--- config.mk ---
export PLATFORM = sky130hd
export DESIGN_NAME = imem_byte_loader
export DESIGN_NICKNAME = d
export VERILOG_FILES = /design/src/rtl/imem_byte_loader.sv
export SDC_FILE = /design/constraint.sdc
export NUM_CORES = 1
export LEC_CHECK = 0
export ABC_CLOCK_PERIOD_IN_PS = 1700
export BUFFER_PORTS_ARGS = -buffer_cell sky130_fd_sc_hd__buf_2
export CORE_MARGIN = 2
export CORE_UTILIZATION = 40
export DETAILED_ROUTE_END_ITERATION = 10
export PLACE_DENSITY = 0.63
export REMOVE_ABC_BUFFERS = 1
export SKIP_CTS_REPAIR_TIMING = 1
export SLEW_MARGIN = 20
export SYNTH_ARGS = -nofsm -noshare
export SYNTH_HDL_FRONTEND = slang
export SYNTH_SLANG_ARGS = --single-unit
--- constraint.sdc ---
create_clock -name sys_clk -period 1.7 [get_ports sys_clk]
set_input_delay 0.085 -clock sys_clk [delete_from_list [all_inputs] [get_ports sys_clk]]
set_output_delay 0.085 -clock sys_clk [all_outputs]
set_load 0.02 [all_outputs]
--- src/rtl/imem_byte_loader.sv ---
// Byte-serial program loader: packs little-endian bytes into 32-bit IMEM words and holds the core in reset until the image is complete.
// Each completed word is written one cycle after its 4th byte; byte_valid_i=0 stalls the load with all state held.
module imem_byte_loader #(
  parameter int NUM_WORDS = 64,
  parameter int AW        = 6
) (
  input  logic          sys_clk,
  input  logic          sys_reset_n,
  input  logic [7:0]    instr_i,
  input  logic          byte_valid_i,
  input  logic          reload_i,
  output logic          imem_we_o,
  output logic [AW-1:0] imem_addr_o,
  output logic [31:0]   imem_wdata_o,
  output logic          load_done_o,
  output logic          core_reset_o,
  output logic [AW+1:0] byte_cnt_o
);

  typedef enum logic {LOAD, DONE} state_t;

  state_t        state, state_nxt;
  logic [1:0]    byte_sel;
  logic [AW-1:0] word_ptr;
  logic [23:0]   lanes;
  logic          accept;
  logic          word_done;
  logic          last_word;
  logic          reload_go;

  always_comb begin
    accept    = 1'b0;
    word_done = 1'b0;
    last_word = 1'b0;
    reload_go = 1'b0;
    state_nxt = state;
    case (state)
      LOAD: begin
        accept    = byte_valid_i;
        word_done = accept && (byte_sel == 2'd3);
        last_word = word_done && (word_ptr == AW'(NUM_WORDS - 1));
        if (last_word) state_nxt = DONE;
      end
      DONE: begin
        reload_go = reload_i;
        if (reload_i) state_nxt = LOAD;
      end
      default: state_nxt = LOAD;
    endcase
  end

  always_ff @(posedge sys_clk) begin
    if (!sys_reset_n) begin
      state        <= LOAD;
      byte_sel     <= 2'd0;
      word_ptr     <= '0;
      byte_cnt_o   <= '0;
      lanes        <= '0;
      imem_we_o    <= 1'b0;
      imem_addr_o  <= '0;
      imem_wdata_o <= '0;
    end else begin
      state     <= state_nxt;
      imem_we_o <= word_done;
      if (accept) begin
        byte_sel   <= byte_sel + 2'd1;
        byte_cnt_o <= byte_cnt_o + 1'b1;
        case (byte_sel)
          2'd0:    lanes[7:0]   <= instr_i;
          2'd1:    lanes[15:8]  <= instr_i;
          2'd2:    lanes[23:16] <= instr_i;
          default: ;
        endcase
      end
      if (word_done) begin
        imem_wdata_o <= {instr_i, lanes};
        imem_addr_o  <= word_ptr;
        // Pointer parks on the last word; leaving LOAD ends the image instead of wrapping.
        if (!last_word) word_ptr <= word_ptr + 1'b1;
      end
      if (reload_go) begin
        byte_sel   <= 2'd0;
        word_ptr   <= '0;
        byte_cnt_o <= '0;
      end
    end
  end

  assign load_done_o  = (state == DONE);
  assign core_reset_o = ~load_done_o;

endmodule

# == After elaboration in Yosys (flattened, before gate mapping) ==
# Cells that the tools add are included.
# word_totals
ff_bits,80
input_bits,12
output_inout_bits,49
elab_cells,35
# classes
n_addsub,3
eq_ne,4
n_mux,7
n_bitwise,3
n_reduce_logical,8
# op_table
op,n
$add A8 B1 Y8 const B,1
$reduce_and A2 Y1,4
$add A6 B1 Y6 const B,1
$eq A6 B6 Y1 const B,1
$mux W1,6
$eq A2 B2 Y1 const B,2
$not A1 Y1,3
$add A2 B1 Y2 const B,1
$eq A2 B1 Y1 const B,1
$logic_and A1 B1 Y1,2
$logic_not A2 Y1,1
$pmux W1 S2,1
$reduce_or A2 Y1,1

# == Logic depth before layout (Yosys ltp) ==
# logic_depth
word_depth,6
depth_mapped,6
depth_no_buf,5

# == Worst setup path before layout ==
# Ideal clock, no wire load.
# synth_path
kind,reg2reg
from,"reg state, in the netlist load_done_o"
to,reg byte_cnt_o[0]
setup_time_ns,0.119
t_arrival_ns,1.384
required_ns,1.581
setup_slack_ns,0.198
path_stages_with_launch,6
path_buffers,2
period_less_slack_ns,1.502
cell_sequence,dfxtp_1 -> buf_6 -> inv_1 -> o21ai_0 -> buf_2 -> nor2_1
# synth_between
elab_chain_len,2
word_cells_on_any_way,3
cone_classes,2 x mux; 1 x reduce/logical
# synth_rtl
item,line_no,text
"start, declared",22,"state_t state, state_nxt;"
"start signal, assigned",63,state <= state_nxt;
$mux W1,37,case (state)
$reduce_or A2 Y1 (no source line),--,
"end signal, assigned",67,byte_cnt_o <= byte_cnt_o + 1'b1;
"end, declared",17,output logic [AW+1:0] byte_cnt_o
# Parallel ways exist; a longest one is shown, timed or not.
# A chain may end at the register's enable or synchronous reset.

# == Worst setup path after layout ==
# layout_path
from,reg byte_sel[0]
to,reg word_ptr[5]
# layout_between
elab_chain_len,6
word_cells_on_any_way,7
cone_classes,1 x eq/ne; 2 x mux; 1 x bitwise; 3 x reduce/logical
# layout_rtl
item,line_no,text
"start, declared",23,logic [1:0] byte_sel;
"start signal, assigned",66,byte_sel <= byte_sel + 2'd1;
$eq A2 B2 Y1 (*),40,word_done = accept && (byte_sel == 2'd3);
$logic_and A1 B1 Y1 (*),40,
$logic_and A1 B1 Y1,41,last_word = word_done && (word_ptr == AW'(NUM_WORDS - 1));
$mux W1,37,
$not A1 Y1 (no source line),--,
$reduce_and A2 Y1 (no source line) (*),--,
"end signal, assigned",79,if (!last_word) word_ptr <= word_ptr + 1'b1;
"end, declared",24,logic [AW-1:0] word_ptr;
# Every way passes the cells marked *; elsewhere a longest branch is shown, timed or not.

==> summary.md <==
| Metric | Value |
|---|---|
| Hold Crit Start | `instr_i[7]` |
| Gate Count Post-Synth | `367` |
| Max Clk Rate | `668 MHz` |
| Outcome | `finished clean` |
| CP max FO | `24` |
| Clk_skew | `0.00762 ns` |
| Width of the chip | `93.8 microns` |
| Post-DRT Antenna Nets | `0` |
| Port bufs | `60` |
| Synth warnings | `0` |
| CP top delay family | `flip-flops` |
| CTS Buf Count | `9` |
| Startpoint Class | `register` |
| Total grt overflow | `0` |
| Initial antenna violation count | `0` |
| Vias in the first global route | `2542` |
| DRC violations left | `0` |
| Power Dens Cells | `between 800 and 900 mW/mm^2` |
| Slew HR | `74.7%` |
| DR pass1 iterations | `4` |
| Critical Path Stages | `5` |
| Critical Path RT | `1.96 ns` |
| Placed cells | `516` |
| Capturing point of the worst reg2reg path | `word_ptr[5]` |
| Async SR Flop Fraction | `0%` |
| Worst supply voltage drop on vdd | `0.402 mV` |
| H-Tree Depth | `3` |
| Final Max Slew Viols | `0` |
| Routability Congestion | `0.758` |
| Largest net degree at the start of global routing | `44` |
| DR vias | `2598` |
| Worst Setup SP | `byte_sel[0]` |
| Vias/cell | `a little under 5` |
| Fillcell total | `790` |
| Worst path slowest cell | `dfxtp_1` |
| Tmin final | `1.50 ns` |
| Starting Density | `41.5%` |
| Crit-path cells | `ha_1, and3b_1, buf_4, a41oi_1, a211oi_1` |
| Post-DP HPWL | `between 4 and 5 mm` |
| Tightest Pin Transition | `around 0.37 ns` |
| Register area share after synthesis | `49.6%` |
| WL/cell | `12.5 microns` |
| RSZ-0062 raised after global routing | `false` |
| Worst hold path type | `input port to register` |
| Final hold vios | `0` |
| Post-synthesis area per instance | `around 9 sq um` |
| Post-synth EDFFs | `0` |
| Final Setup Violations | `0` |
| Period utilization | `88.0%` |
| Ys flop type | `dfxtp_1` |
| Leak pwr | `1.47 nW` |
| #FFs+latches synth | `80` |
| Sink Count | `80` |
| Cell variety after synth | `35` |
| Fin cells | `531` |
| DIE AREA | `0.00880 sq mm` |
| Worst reg-to-reg path cell count | `5` |
| Crit path kind | `register to register` |
| Die Span Y | `93.8 microns` |
| Rows | `32` |
| CP max stage delay | `around 0.40 ns` |
| Area delta synth->final | `17.6%` |
| Mapped Area | `0.00323 sq mm` |
| Clk root buf | `clkbuf_8` |
| First-pass GRT wire length | `~12 mm` |
| Fraction of layout cells with a size suffix above 1 | `a little over a fifth` |
| Worst R2R Start | `byte_sel[0]` |
| Area after DPL | `0.00363 sq mm` |
| CP Buf/Inv Count | `1` |
| CP arrival | `1.75 ns` |
| Worst-Skew Late Latency | `0.35 ns` |
| Worst Setup End Kind | `register` |
| Clock Path Buffers | `2` |
| CTS tree | `yes` |
| Antenna Cells | `0` |
| Final #Nets | `443` |
| Final Cell Area | `0.00379 sq mm` |
| CP endpoint | `word_ptr[5]` |
| Max cap viols | `0` |
| Gr usage total | `around 17%` |
| Initial DRC count | `102` |
| Clk slew on worst S/H paths | `0.08 ns` |
| Core Region | `0.00777 sq mm` |
| I/O Pins | `61` |
| Drt total wl | `roughly 6.7 mm` |
| Worst R2R Setup Slack | `0.20 ns` |
## worst min-delay path by stage
| stage | end | cells past startpoint | slack (ns) |
|---|---|---|---|
| global placement | imem_wdata_o[31] | 3 | 0.39 |
| floorplan | imem_we_o | 1 | 0.21 |
| CTS | imem_wdata_o[31] | 3 | 0.009 |
| global route | lanes[12] | 3 | 0.03 |
| finish | imem_wdata_o[31] | 3 | 0.03 |
| detailed placement | imem_wdata_o[31] | 3 | 0.39 |
## sequential cells by signal (all words and copies together), names as in the netlist
| name | flops |
|---|---|
| word_ptr | 6 |
| byte_sel | 2 |
| lanes | 24 |
| byte_cnt_o | 8 |
| imem_addr_o | 6 |
| imem_wdata_o | 32 |
| imem_we_o | 1 |
| load_done_o | 1 |
## report_power, final
group | switching (mW) | internal [mW] | leakage (nW)
Combinational | 0.149 | 0.0996 | 0.748
Clock | 0.662 | 0.513 | 0.0769
Sequential | 0.0249 | 1.91 | 0.647
## metrics by stage
step / TNS [ns] / setup slack, ns / hold WS (ns) / power, mW / util (%)
6_report: 0 / 0.203 / 0.0253 / 3.36 / 48.9
5_1_grt: 0 / 0.0124 / 0.0305 / 3.53 / 48.9
4_1_cts: 0 / 0.196 / 0.00863 / 3.42 / 48.9
3_5_place_dp: 0 / 0.202 / 0.394 / 2.24 / 46.8
3_3_place_gp: 0 / 0.280 / 0.385 / 2.23 / 46.8
2_1_floorplan: -3.85 / -0.407 / 0.207 / 2.12 / -
## cell usage in the layout (no fill, tap or decap), types with 2 or more instances in the layout
cell,n
nand3_1,25
or4_4,2
mux2i_1,4
dfxtp_1,80
a211oi_1,3
inv_1,4
ha_1,6
clkbuf_8,9
clkinvlp_4,3
nor2b_1,2
a21oi_2,2
buf_2,60
xnor2_1,2
and3_1,2
o31ai_1,2
clkinv_2,3
a311oi_1,2
o21ai_0,4
a21oi_1,7
or3_1,3
nand3b_1,5
nor2_1,5
a21boi_0,63
buf_4,11
nand2_1,108
## layout make-up
| cell class | instances | area, sq um | share of cell area (%) |
|---|---|---|---|
| Inverter | 4 | 15.0 | 0.396 |
| Clock inverter | 6 | 37.5 | 0.989 |
| Sequential cell | 80 | 1600 | 42.2 |
| Tap cell | 102 | 128 | 3.36 |
| Timing Repair Buffer | 72 | 403 | 10.6 |
| Clock buffer | 9 | 124 | 3.26 |
| Multi-Input combinational cell | 258 | 1490 | 39.2 |
## kinds of logic after synthesis
logic type / Yosys count / share of synthesized area [%]
and+or+nand+nor: 159 / 22.3
AOI/OAI and AO/OA: 86 / 19.4
DFF: 80 / 49.6
buffers and inverters: 29 / 4.30
adders and majority gates: 6 / 2.33
muxes: 4 / 1.24
xor gates and xnor gates: 3 / 0.814
## worst min-delay path: cells and delay by family
kind                   cells  cell delay, ns
AO/OA/AOI/OAI              1            0.06
buffers and inverters      1            0.13
AND/OR/NAND/NOR            1            0.05
## synth_stat cells, types with 5 or more instances
library cell / instances / area (sq um)
a21boi_0: 63 / 473
nand3b_1: 5 / 37.5
ha_1: 6 / 75.1
clkbuf_1: 12 / 45.0
nor2_1: 5 / 18.8
dfxtp_1: 80 / 1600
nand3_1: 25 / 125
a21oi_1: 7 / 35.0
nand2_1: 108 / 405
buf_2: 9 / 45.0
## layer usage
layer	up-vias	track usage, %	share of wire (%)
met5	-	0	0
met4	0	5.07	1.6
met3	12	5.70	5.7
met2	55	27.7	46
met1	1179	20.7	47
li1	1352	-	-
Power figures use the tool's default switching activity.
